--- src/rtl/fft_bitrev_buffer_pkg.sv ---
// Shared defaults and reader state encoding for the FFT bit-reversal reorder buffer.
package fft_bitrev_buffer_pkg;

    localparam int FFT_N      = 16;
    localparam int FFT_NLOG2  = 4;
    localparam int FFT_X_WDTH = 16;
    localparam int FFT_M_WDTH = 3;

    typedef enum logic {
        RD_IDLE = 1'b0,
        RD_READ = 1'b1
    } rd_state_e;

endpackage

--- src/rtl/fft_bitrev_buffer_if.sv ---
// Streaming sample bundle between the FFT core, the reorder buffer and its consumer.
// Build macro FFT_BITREV_BYPASS_EN adds the in_bypass request bit.
interface fft_bitrev_buffer_if
    import fft_bitrev_buffer_pkg::*;
#(
    parameter int X_WDTH = FFT_X_WDTH,
    parameter int M_WDTH = FFT_M_WDTH
) ();

    logic [2*X_WDTH-1:0] in_data;
    logic                in_nd;
    logic [M_WDTH-1:0]   in_m;
    logic                in_first;
    logic [2*X_WDTH-1:0] out_data;
    logic                out_nd;
    logic [M_WDTH-1:0]   out_m;
    logic                out_first;
    logic                error;

`ifdef FFT_BITREV_BYPASS_EN
    logic                in_bypass;

    modport master (
        output in_data, in_nd, in_m, in_first, in_bypass,
        input  out_data, out_nd, out_m, out_first, error
    );

    modport slave (
        input  in_data, in_nd, in_m, in_first, in_bypass,
        output out_data, out_nd, out_m, out_first, error
    );
`else
    modport master (
        output in_data, in_nd, in_m, in_first,
        input  out_data, out_nd, out_m, out_first, error
    );

    modport slave (
        input  in_data, in_nd, in_m, in_first,
        output out_data, out_nd, out_m, out_first, error
    );
`endif

endinterface

--- src/rtl/fft_bitrev_ram.sv ---
// Simple dual-port RAM, one write port and one registered read port (one-cycle latency).
module fft_bitrev_ram
    import fft_bitrev_buffer_pkg::*;
#(
    parameter int DW = 2*FFT_X_WDTH + FFT_M_WDTH,
    parameter int AW = FFT_NLOG2 + 1
) (
    input  logic          clk,
    input  logic          rst,
    input  logic          we,
    input  logic [AW-1:0] waddr,
    input  logic [DW-1:0] wdata,
    input  logic          re,
    input  logic [AW-1:0] raddr,
    output logic [DW-1:0] rdata
);

    logic [DW-1:0] mem [2**AW];

    // NOTE: the array itself is never reset; which entries are meaningful is tracked by the bank full flags.
    always_ff @(posedge clk) begin
        if (we) begin
            mem[waddr] <= wdata;
        end
    end

    always_ff @(posedge clk) begin
        if (rst) begin
            rdata <= '0;
        end else if (re) begin
            rdata <= mem[raddr];
        end
    end

endmodule

--- src/rtl/fft_bitrev_buffer.sv ---
// Ping-pong reorder buffer turning bit-reversed FFT frames into natural order, with frame-alignment checking.
// Build macro FFT_BITREV_BYPASS_EN adds in_bypass: frames flagged on their first sample pass through in input order.
module fft_bitrev_buffer
    import fft_bitrev_buffer_pkg::*;
#(
    parameter int N      = FFT_N,
    parameter int NLOG2  = FFT_NLOG2,
    parameter int X_WDTH = FFT_X_WDTH,
    parameter int M_WDTH = FFT_M_WDTH
) (
    input logic                clk,
    input logic                rst,
    fft_bitrev_buffer_if.slave bus
);

    localparam int               AW       = NLOG2 + 1;
    localparam int               DW       = 2*X_WDTH + M_WDTH;
    localparam logic [NLOG2-1:0] LAST_IDX = NLOG2'(N - 1);

    function automatic logic [NLOG2-1:0] bitrev(input logic [NLOG2-1:0] v);
        logic [NLOG2-1:0] r;
        for (int i = 0; i < NLOG2; i++) begin
            r[i] = v[NLOG2-1-i];
        end
        return r;
    endfunction

    // Write side
    logic [NLOG2-1:0] wr_cnt;
    logic [NLOG2-1:0] wr_idx;
    logic             wr_bank;
    logic             wr_en;
    logic             wr_done;
    logic             resync;
    logic             drop;
    logic [AW-1:0]    wr_addr;
    logic [1:0]       full;
    logic             error_q;
`ifdef FFT_BITREV_BYPASS_EN
    logic             bypass_q;
    logic             bypass_now;
`endif

    // Read side
    rd_state_e        state;
    rd_state_e        state_nxt;
    logic [NLOG2-1:0] rd_cnt;
    logic [NLOG2-1:0] rd_cnt_nxt;
    logic             rd_bank;
    logic             rd_bank_nxt;
    logic             rd_en;
    logic             rd_last;
    logic             other_ready;
    logic             out_nd_q;
    logic             out_first_q;
    logic [DW-1:0]    rd_data;

    // A first marker mid-frame restarts the frame at index 0; a non-first sample at index 0 is dropped.
    always_comb begin
        resync  = bus.in_nd && bus.in_first && (wr_cnt != '0);
        drop    = bus.in_nd && !bus.in_first && (wr_cnt == '0);
        wr_en   = bus.in_nd && !drop;
        wr_idx  = resync ? '0 : wr_cnt;
        wr_done = wr_en && (wr_idx == LAST_IDX);
`ifdef FFT_BITREV_BYPASS_EN
        bypass_now = bus.in_first ? bus.in_bypass : bypass_q;
        wr_addr    = {wr_bank, (bypass_now ? wr_idx : bitrev(wr_idx))};
`else
        wr_addr    = {wr_bank, bitrev(wr_idx)};
`endif
    end

    // NOTE: all state updates are non-blocking, so the full-flag set below wins over an earlier clear of the same bit.
    always_ff @(posedge clk) begin
        if (rst) begin
            wr_cnt   <= '0;
            wr_bank  <= 1'b0;
            full     <= '0;
            error_q  <= 1'b0;
`ifdef FFT_BITREV_BYPASS_EN
            bypass_q <= 1'b0;
`endif
        end else begin
            if (resync || drop) begin
                error_q <= 1'b1;
            end
            if (wr_en) begin
                wr_cnt <= wr_idx + 1'b1;
            end
`ifdef FFT_BITREV_BYPASS_EN
            if (wr_en && bus.in_first) begin
                bypass_q <= bus.in_bypass;
            end
`endif
            if (wr_done) begin
                wr_bank <= ~wr_bank;
            end
            if (rd_last) begin
                full[rd_bank] <= 1'b0;
            end
            if (wr_done) begin
                full[wr_bank] <= 1'b1;
            end
        end
    end

    always_ff @(posedge clk) begin
        if (rst) begin
            state   <= RD_IDLE;
            rd_cnt  <= '0;
            rd_bank <= 1'b0;
        end else begin
            state   <= state_nxt;
            rd_cnt  <= rd_cnt_nxt;
            rd_bank <= rd_bank_nxt;
        end
    end

    // A bank completing this very cycle counts as ready, which keeps back-to-back frames gapless.
    always_comb begin
        // NOTE: every signal gets a default before the case so no path leaves one unassigned (no latch).
        state_nxt   = state;
        rd_cnt_nxt  = rd_cnt;
        rd_bank_nxt = rd_bank;
        rd_en       = 1'b0;
        rd_last     = 1'b0;
        other_ready = full[~rd_bank] || (wr_done && (wr_bank != rd_bank));
        case (state)
            RD_IDLE: begin
                if (full[rd_bank]) begin
                    rd_en      = 1'b1;
                    rd_cnt_nxt = rd_cnt + 1'b1;
                    state_nxt  = RD_READ;
                end
            end
            RD_READ: begin
                rd_en      = 1'b1;
                rd_cnt_nxt = rd_cnt + 1'b1;
                if (rd_cnt == LAST_IDX) begin
                    rd_last     = 1'b1;
                    rd_bank_nxt = ~rd_bank;
                    state_nxt   = other_ready ? RD_READ : RD_IDLE;
                end
            end
            default: begin
                state_nxt = RD_IDLE;
            end
        endcase
    end

    always_ff @(posedge clk) begin
        if (rst) begin
            out_nd_q    <= 1'b0;
            out_first_q <= 1'b0;
        end else begin
            out_nd_q    <= rd_en;
            out_first_q <= rd_en && (rd_cnt == '0);
        end
    end

    fft_bitrev_ram #(
        .DW (DW),
        .AW (AW)
    ) u_ram (
        .clk   (clk),
        .rst   (rst),
        .we    (wr_en),
        .waddr (wr_addr),
        .wdata ({bus.in_data, bus.in_m}),
        .re    (rd_en),
        .raddr ({rd_bank, rd_cnt}),
        .rdata (rd_data)
    );

    assign bus.out_data  = rd_data[DW-1:M_WDTH];
    assign bus.out_m     = rd_data[M_WDTH-1:0];
    assign bus.out_nd    = out_nd_q;
    assign bus.out_first = out_first_q;
    assign bus.error     = error_q;

endmodule
--- src/flat_wrapper.sv ---
// flat-port wrapper written by rule: the top's interface ports become plain ports
module fft_bitrev_buffer_flat import fft_bitrev_buffer_pkg::*;
#(
    parameter int N      = FFT_N,
    parameter int NLOG2  = FFT_NLOG2,
    parameter int X_WDTH = FFT_X_WDTH,
    parameter int M_WDTH = FFT_M_WDTH
)
  (clk, rst, bus_in_data, bus_in_nd, bus_in_m, bus_in_first, bus_out_data, bus_out_nd, bus_out_m, bus_out_first, bus_error);
  fft_bitrev_buffer_if #(.X_WDTH(X_WDTH), .M_WDTH(M_WDTH)) bus_i ();
  input logic clk;
  input logic rst;
  input wire logic [$bits(bus_i.in_data)-1:0] bus_in_data;
  input wire logic [$bits(bus_i.in_nd)-1:0] bus_in_nd;
  input wire logic [$bits(bus_i.in_m)-1:0] bus_in_m;
  input wire logic [$bits(bus_i.in_first)-1:0] bus_in_first;
  output wire logic [$bits(bus_i.out_data)-1:0] bus_out_data;
  output wire logic [$bits(bus_i.out_nd)-1:0] bus_out_nd;
  output wire logic [$bits(bus_i.out_m)-1:0] bus_out_m;
  output wire logic [$bits(bus_i.out_first)-1:0] bus_out_first;
  output wire logic [$bits(bus_i.error)-1:0] bus_error;
  assign bus_i.in_data = bus_in_data;
  assign bus_i.in_nd = bus_in_nd;
  assign bus_i.in_m = bus_in_m;
  assign bus_i.in_first = bus_in_first;
  assign bus_out_data = bus_i.out_data;
  assign bus_out_nd = bus_i.out_nd;
  assign bus_out_m = bus_i.out_m;
  assign bus_out_first = bus_i.out_first;
  assign bus_error = bus_i.error;
  fft_bitrev_buffer #(.N(N), .NLOG2(NLOG2), .X_WDTH(X_WDTH), .M_WDTH(M_WDTH)) u_core (.clk(clk), .rst(rst), .bus(bus_i));
endmodule
--- config.mk ---
export PLATFORM = sky130hd
export DESIGN_NAME = fft_bitrev_buffer_flat
export DESIGN_NICKNAME = d
export VERILOG_FILES = /design/src/rtl/fft_bitrev_buffer_pkg.sv /design/src/rtl/fft_bitrev_buffer_if.sv /design/src/rtl/fft_bitrev_ram.sv /design/src/rtl/fft_bitrev_buffer.sv /design/src/flat_wrapper.sv
export SDC_FILE = /design/constraint.sdc
export NUM_CORES = 1
export LEC_CHECK = 0
export CAP_MARGIN = 15
export CORE_MARGIN = 1
export CORE_UTILIZATION = 50
export DETAILED_ROUTE_END_ITERATION = 8
export HOLD_SLACK_MARGIN = 0.12
export PLACE_DENSITY = 0.69
export SETUP_SLACK_MARGIN = 0.5
export SYNTH_ARGS = -nofsm -noshare
export SYNTH_HDL_FRONTEND = slang
export SYNTH_SLANG_ARGS = --single-unit
export TNS_END_PERCENT = 100
--- constraint.sdc ---
create_clock -name clk -period 3.03 [get_ports clk]
set_input_delay 0.303 -clock clk [delete_from_list [all_inputs] [get_ports clk]]
set_output_delay 0.303 -clock clk [all_outputs]
set_load 0.05 [all_outputs]
==> results of run 1 <==
==> cell families (layout without fill, tap and decap cells) <==
family,after synthesis,in the layout,share of synthesized area [%]
AOI/OAI and AO/OA,235,235,3.72
DFF,1171,1171,77.2
muxes,383,383,15.5
adders and majority gates,3,3,0.0836
and+or+nand+nor,170,170,1.77
other,0,1,0
xor gates and xnor gates,5,5,0.0976
buffers and inverters,128,450,1.62
==> routing by layer <==
| metal | share of wire, % | vias up | global-route usage (%) |
|---|---|---|---|
| met5 | 0 | - | 0 |
| met4 | 3.0 | 0 | 7.02 |
| met3 | 7.2 | 200 | 3.62 |
| met2 | 50 | 1038 | 39.5 |
| met1 | 39 | 11817 | 32.2 |
| li1 | - | 9268 | - |
==> final timing paths <==
path | from | endpoint | slack [ns] | cells after the start
setup / recovery | u_core.rd_cnt[3]$_SDFFE_PP0P_ | u_core.u_ram.rdata[16]$_SDFFE_PP0P_ | 0.60 | 5
hold / removal | rst | u_core.state$_SDFF_PP0_ | 0.21 | 3
setup reg to reg | u_core.rd_cnt[3]$_SDFFE_PP0P_ | u_core.u_ram.rdata[16]$_SDFFE_PP0P_ | 0.60 | 5
hold reg to reg | u_core.bus.error$_SDFFE_PP0P_ | u_core.bus.error$_SDFFE_PP0P_ | 0.53 | 2
==> timing repair <==
| item | CTS | global route |
|---|---|---|
| resized for setup | 1 | 0 |
| setup buffers | 5 | 2 |
| setup endpoints to repair | 1 | 11 |
| hold buffers | 0 | 0 |
==> layout make-up <==
| class | instances | area [µm²] |
|---|---|---|
| antenna | 1 | 2.50 |
| clock buffer | 134 | 2940 |
| clock inverter | 76 | 674 |
| fill | 6255 | 36700 |
| inverter | 8 | 30.0 |
| multi-input combinational | 796 | 9760 |
| sequential | 1171 | 34700 |
| tap | 1165 | 1460 |
| timing repair buffer | 232 | 2420 |
==> placed cells by master, fill, tap and decap left out, types with 12 or more instances in the layout <==
| master | n |
|---|---|
| o22ai_1 | 17 |
| mux2_2 | 18 |
| nand3_1 | 12 |
| nor3_1 | 15 |
| dfxtp_1 | 47 |
| o221ai_1 | 18 |
| a211oi_1 | 35 |
| a21oi_1 | 55 |
| nand2_1 | 26 |
| clkinv_1 | 26 |
| a211o_1 | 14 |
| mux2i_1 | 117 |
| nor2_1 | 41 |
| buf_4 | 117 |
| a22o_1 | 18 |
| edfxtp_1 | 1120 |
| o22a_1 | 14 |
| clkdlybuf4s50_1 | 75 |
| clkinv_2 | 25 |
| buf_12 | 35 |
| mux4_2 | 248 |
| clkbuf_16 | 114 |
| a31oi_1 | 14 |
| nor2_4 | 33 |
| clkbuf_1 | 19 |
==> synthesized netlist by cell type, types with 10 or more instances <==
cell type,number,area share [%]
buf_6,13,0.33
mux2_2,18,0.45
dfxtp_1,51,2.3
nor2b_1,12,0.17
o22a_1,14,0.27
buf_4,18,0.30
a31oi_1,14,0.20
buf_2,30,0.33
nand2_1,26,0.22
o22ai_1,17,0.24
clkbuf_1,47,0.39
edfxtp_1,1120,75
nor2_1,74,0.62
a211o_1,14,0.27
a211oi_1,35,0.59
a22o_1,18,0.35
mux4_2,248,12
mux2i_1,117,2.6
a21oi_1,55,0.61
nor3_1,16,0.18
o221ai_1,18,0.35
o21a_1,10,0.17
nand3_1,12,0.13
==> power groups by stage <==
| stage | registers, mW | clock network [mW] | logic, mW |
|---|---|---|---|
| 2_1_floorplan | 18.1 | 0 | 0.132 |
| 3_3_place_gp | 18.1 | 0 | 0.500 |
| 3_5_place_dp | 18.1 | 0 | 0.526 |
| 4_1_cts | 17.8 | 13.9 | 0.527 |
| 5_1_grt | 17.8 | 14.5 | 0.566 |
| 6_report | 17.8 | 13.7 | 0.532 |
==> sequential cells by signal, summed over array words and instances (netlist names) <==
| signal | flops |
|---|---|
| u_core.bus.error | 1 |
| u_core.bus.out_first | 1 |
| u_core.bus.out_nd | 1 |
| u_core.full | 2 |
| u_core.rd_bank | 1 |
| u_core.rd_cnt | 4 |
| u_core.state | 1 |
| u_core.u_ram.mem | 1120 |
| u_core.u_ram.rdata | 35 |
| u_core.wr_bank | 1 |
| u_core.wr_cnt | 4 |
==> worst reg2reg max path, stage by stage, from the launching register on <==
cell	delay [ns]
dfxtp_4	0.77
nand3b_1	0.70
o221ai_1	0.52
a211oi_1	0.11
a21oi_1	0.13
a22o_1	0.14
==> per-stage QoR <==
step / power [mW] / instances
3_5_place_dp: 18.7 / 3362
2_1_floorplan: 18.3 / 2095
3_3_place_gp: 18.6 / 3362
5_1_grt: 32.8 / 3582
4_1_cts: 32.2 / 3577
6_report: 32.0 / 3583
==> results.cfg, run 1 <==
[clocking]
cts-root-buf = clkbuf_16
cts_sinks = 1171
htreeDepth = 3
clk_latency_ns = 0.67
cts_tree = built
clk_pin_slew_ns = 0.07
cts_made_buffers = 112
clk_path_buf_depth = 3

[sta]
clock_skew_ns = 0.0223
final-setup-viol-count = 0
worst_slack_ns = 0.601
fin_crit_sh_pct = 80.2
max_freq_mhz = 412
tightest_slew_ns = 1.12
setup-tns-final_ns = 0
rsz0062_at_grt = false
drv_slew = 0
fin_crit_ns = 2.43
whs_ns = 0.206
final_hold_viol_count = 0
max_slew_margin_pct = 25.1

[synth]
ys_ff_latch = 1171
ys_warn_count = 0
synth.avg_cell_area_um2 = 21.4
synthArstFlopShare_pct = 0
syn_nets = 2137
synth_edf_count = 1120
synth-main-ff-cell = edfxtp_1
syn_inst = 2095
synth_area_um2 = 44900
synthDistinctLibCells = 51
seq_area_frac_synth_pct = 77.2

[worst_setup_path]
worstSetupEndpointType = flop
crit_required_ns = 3.64
path_buf_inv = 0
cp.arrival_ns = 3.04
crit_path_start_kind = flop
crit_type = flop to flop
critPathSlowestCell = dfxtp_4
critPathMaxStageDelay_ns = 0.77
cp_max_fo = 31
cp_cell_sequence = nand3b_1 > o221ai_1 > a211oi_1 > a21oi_1 > a22o_1
crit_family = compound AO/OA/AOI/OAI gates

[run]
drv_cap = 0

[layout]
area_delta_synth_final_pct = 15.8
fin_area_um2 = 52000
fin_nets = 2363
drive_above_1_share_pct = 26.2
final_util_pct = 58.6

[route]
wl_per_cell_um = 29.7
drtIter0Drc = 2473
drc = 12
detail_route.wirelength_um = 107000
vias_per_cell = 6.23
firstDrtPassIters = 8
ant_nets = 0
num_vias = 22323

[global_route]
track_usage_pct = 23.6
antenna_found_initial = 1
grt_pass1_wl_um = 154000
grt_max_degree = 44
grt-ovfl-total = 0
grt_pass1_vias = 22686

[placement]
gp_congestion = 0.870
place_hpwl_um = 62400
place_area_um2 = 48200
pre_cts_slack_ns = 0.425
io_buffers = 76

[pwr]
powerDensity_nw_per_um2 = 617
comb_power_share_pct = 1.7
p_sw_mw = 6.28
leakage_nw = 15.8
peakVddDrop_mv = 0.507
p_seq_share_pct = 55.5
p_clk_share_pct = 42.8
intPower_mw = 25.8
netSwitchingFraction_pct = 19.6

[run_status]
violations = design-rule violations
status = finished, violations left

[floorplan]
start_util_pct = 50.6
core_um2 = 88600
ioPinCount = 77
die_h_um = 302
fp.dieW_um = 302
dieArea_um2 = 91000
rows = 109

[worst_hold_path]
hp-class = input pin to flop
Note: power is estimated with default switching activity, not from simulation.
==> inputs of run 2 (changes only) <==
==> constraint.sdc (replaced) <==
create_clock -name clk -period 2.2 [get_ports clk]
set_input_delay 0.22 -clock clk [delete_from_list [all_inputs] [get_ports clk]]
set_output_delay 0.22 -clock clk [all_outputs]
set_load 0.05 [all_outputs]
==> results.cfg, run 2 (same netlist as run 1, synthesis figures left out) <==
[run_status]
status = finished, violations left
violations = design-rule violations, negative setup slack

[sta]
worst_slack_ns = -0.174
whs_ns = 0.301
tightest_slew_ns = 0.767
final_hold_viol_count = 0
fin_crit_sh_pct = 108
final-setup-viol-count = 19
max_slew_margin_pct = 48.8
drv_slew = 0
rsz0062_at_grt = true
setup-tns-final_ns = -0.784
max_freq_mhz = 421
fin_crit_ns = 2.37
clock_skew_ns = 0.0353

[global_route]
grt_busiest_layer = met2
grt_util_met3_pct = 5.85
grt_use_met2_pct = 41.9
track_usage_pct = 26.1
grt_pass1_wl_um = 168000
grt_max_degree = 40
grt-ovfl-total = 0
grt_pass1_vias = 24463
use_met1_pct = 34.9
antenna_found_initial = 1

[placement]
placed_cells = 3459
place_hpwl_um = 64700
gp_congestion = 0.825
io_buffers = 76
place_area_um2 = 49600

[route]
firstDrtPassIters = 8
drtIter0Drc = 3483
ant_nets = 0
vias_per_cell = 6.45
drc = 20
num_vias = 24970
detail_route.wirelength_um = 129000
wl_per_cell_um = 33.4

[layout]
n_fill_cell = 5462
fin_nets = 2654
instances_no_fill = 3874
layout_commonest_cell = edfxtp_1
reg.largest.list = u_core.u_ram.mem x1120, u_core.u_ram.rdata x35
fin_area_um2 = 57500
largest_register_ffs = 1120
top_register = u_core.u_ram.mem
drive_above_1_share_pct = 39.2
layout_common_cells = edfxtp_1, mux4_2, buf_4
area_delta_synth_final_pct = 28.1

[floorplan]
dieArea_um2 = 91000
fp.dieW_um = 302
die_h_um = 302
core_um2 = 88600
rows = 109
start_util_pct = 50.6
ioPinCount = 77

[pwr]
leakage_nw = 18.2
powerDensity_nw_per_um2 = 767
peakVddDrop_mv = 0.738

[worst_setup_path]
worstSetupEndpointType = flop
crit_type = flop to flop
cp.arrival_ns = 2.90
rrSetupSlack_ns = -0.17
cp_max_fo = 6
crit_path_start_kind = flop
worstReg2RegEnd = u_core.u_ram.rdata[24]$_SDFFE_PP0P_
r2r-start = u_core.rd_cnt[0]$_SDFFE_PP0P_
r2r_cells = 8
crit_required_ns = 2.72

[worst_hold_path]
min_to = u_core.bus.error$_SDFFE_PP0P_
holdPathStages = 3
min_from = bus_in_nd
hp-class = input pin to flop

[clocking]
cts_made_buffers = 112
clk_latency_ns = 0.71
clk_pin_slew_ns = 0.07
cts_tree = built
htreeDepth = 3
cts-root-buf = clkbuf_16
clk_path_buf_depth = 3
cts_sinks = 1171

[run]
drv_cap = 0
run 2: cell count changes in the layout (fill, tap and decap cells not counted), moves of 17 or more:
cell	change
buf_12	+92
buf_16	+44
buf_6	+54
buf_4	+63
a211oi_2	+24
clkbuf_16	+25
clkbuf_1	+23
clkdlybuf4s50_1	-38
buf_2	+17
a211oi_1	-28
run 2: area by class of cell:
cell class | count | area, µm² | share of cell area, %
inverters | 8 | 45.0 | 0.0783
well taps | 1165 | 1460 | 2.54
diodes | 2 | 5.00 | 0.00871
flip-flops and latches | 1171 | 34700 | 60.3
repair buffers | 522 | 7330 | 12.8
clock inverters | 49 | 459 | 0.799
clock buffers | 160 | 3040 | 5.29
multi-input cells | 797 | 10500 | 18.2
run 2: how the worst max path moves through the flow:
stage                                       start                             endpoint  cells after the start
floorplan                            bus_in_first    u_core.u_ram.mem[25][0]$_DFFE_PP_                      4
global placement    u_core.rd_cnt[0]$_SDFFE_PP0P_   u_core.u_ram.rdata[5]$_SDFFE_PP0P_                      6
detailed placement  u_core.rd_cnt[0]$_SDFFE_PP0P_  u_core.u_ram.rdata[30]$_SDFFE_PP0P_                      6
CTS                 u_core.rd_cnt[0]$_SDFFE_PP0P_   u_core.u_ram.rdata[9]$_SDFFE_PP0P_                      8
global route        u_core.rd_cnt[0]$_SDFFE_PP0P_  u_core.u_ram.rdata[24]$_SDFFE_PP0P_                      8
finish              u_core.rd_cnt[0]$_SDFFE_PP0P_  u_core.u_ram.rdata[24]$_SDFFE_PP0P_                      8
run 2: power breakdown:
part / internal, mW / switching, mW
Clock: 10.4 / 8.24
Combinational: 0.376 / 0.624
Sequential: 24.5 / 0.0250
Total: 35.2 / 8.89
run 2: what timing repair did:
item,4_1_cts,5_1_grt
pin swaps,81,55
gates resized for setup,342,141
setup endpoints to repair,757,776
hold endpoints to repair,10,0
gates cloned,37,34
buffers inserted,88,44
hold buffers,1,0
run 2: layer usage:
| metal | up-vias | routed length (µm) | share of wire, % |
|---|---|---|---|
| li1 | 9915 | - | - |
| met1 | 12946 | 46800 | 36 |
| met2 | 1775 | 61800 | 48 |
| met3 | 332 | 14700 | 11 |
| met4 | 2 | 5880 | 4.5 |
| met5 | - | 8 | 0.0062 |
run 2: per-stage QoR:
step / worst slack (ns) / util [%] / power, mW
floorplan: 0.0330 / - / 25.2
detailed placement: -0.134 / 56.0 / 25.7
global placement: -0.116 / 56.0 / 25.7
global route: -0.183 / 64.8 / 45.0
CTS: 0.00900 / 62.8 / 44.0
finish: -0.174 / 64.9 / 44.1
run 2: worst max-delay path, stage by stage, from the launching register on:
cell and delay (ns):
dfxtp_4 0.44, buf_12 0.18, buf_12 0.13, buf_12 0.10
buf_16 0.11, buf_4 0.11, mux4_2 0.50, mux2i_1 0.40
a211oi_1 0.20
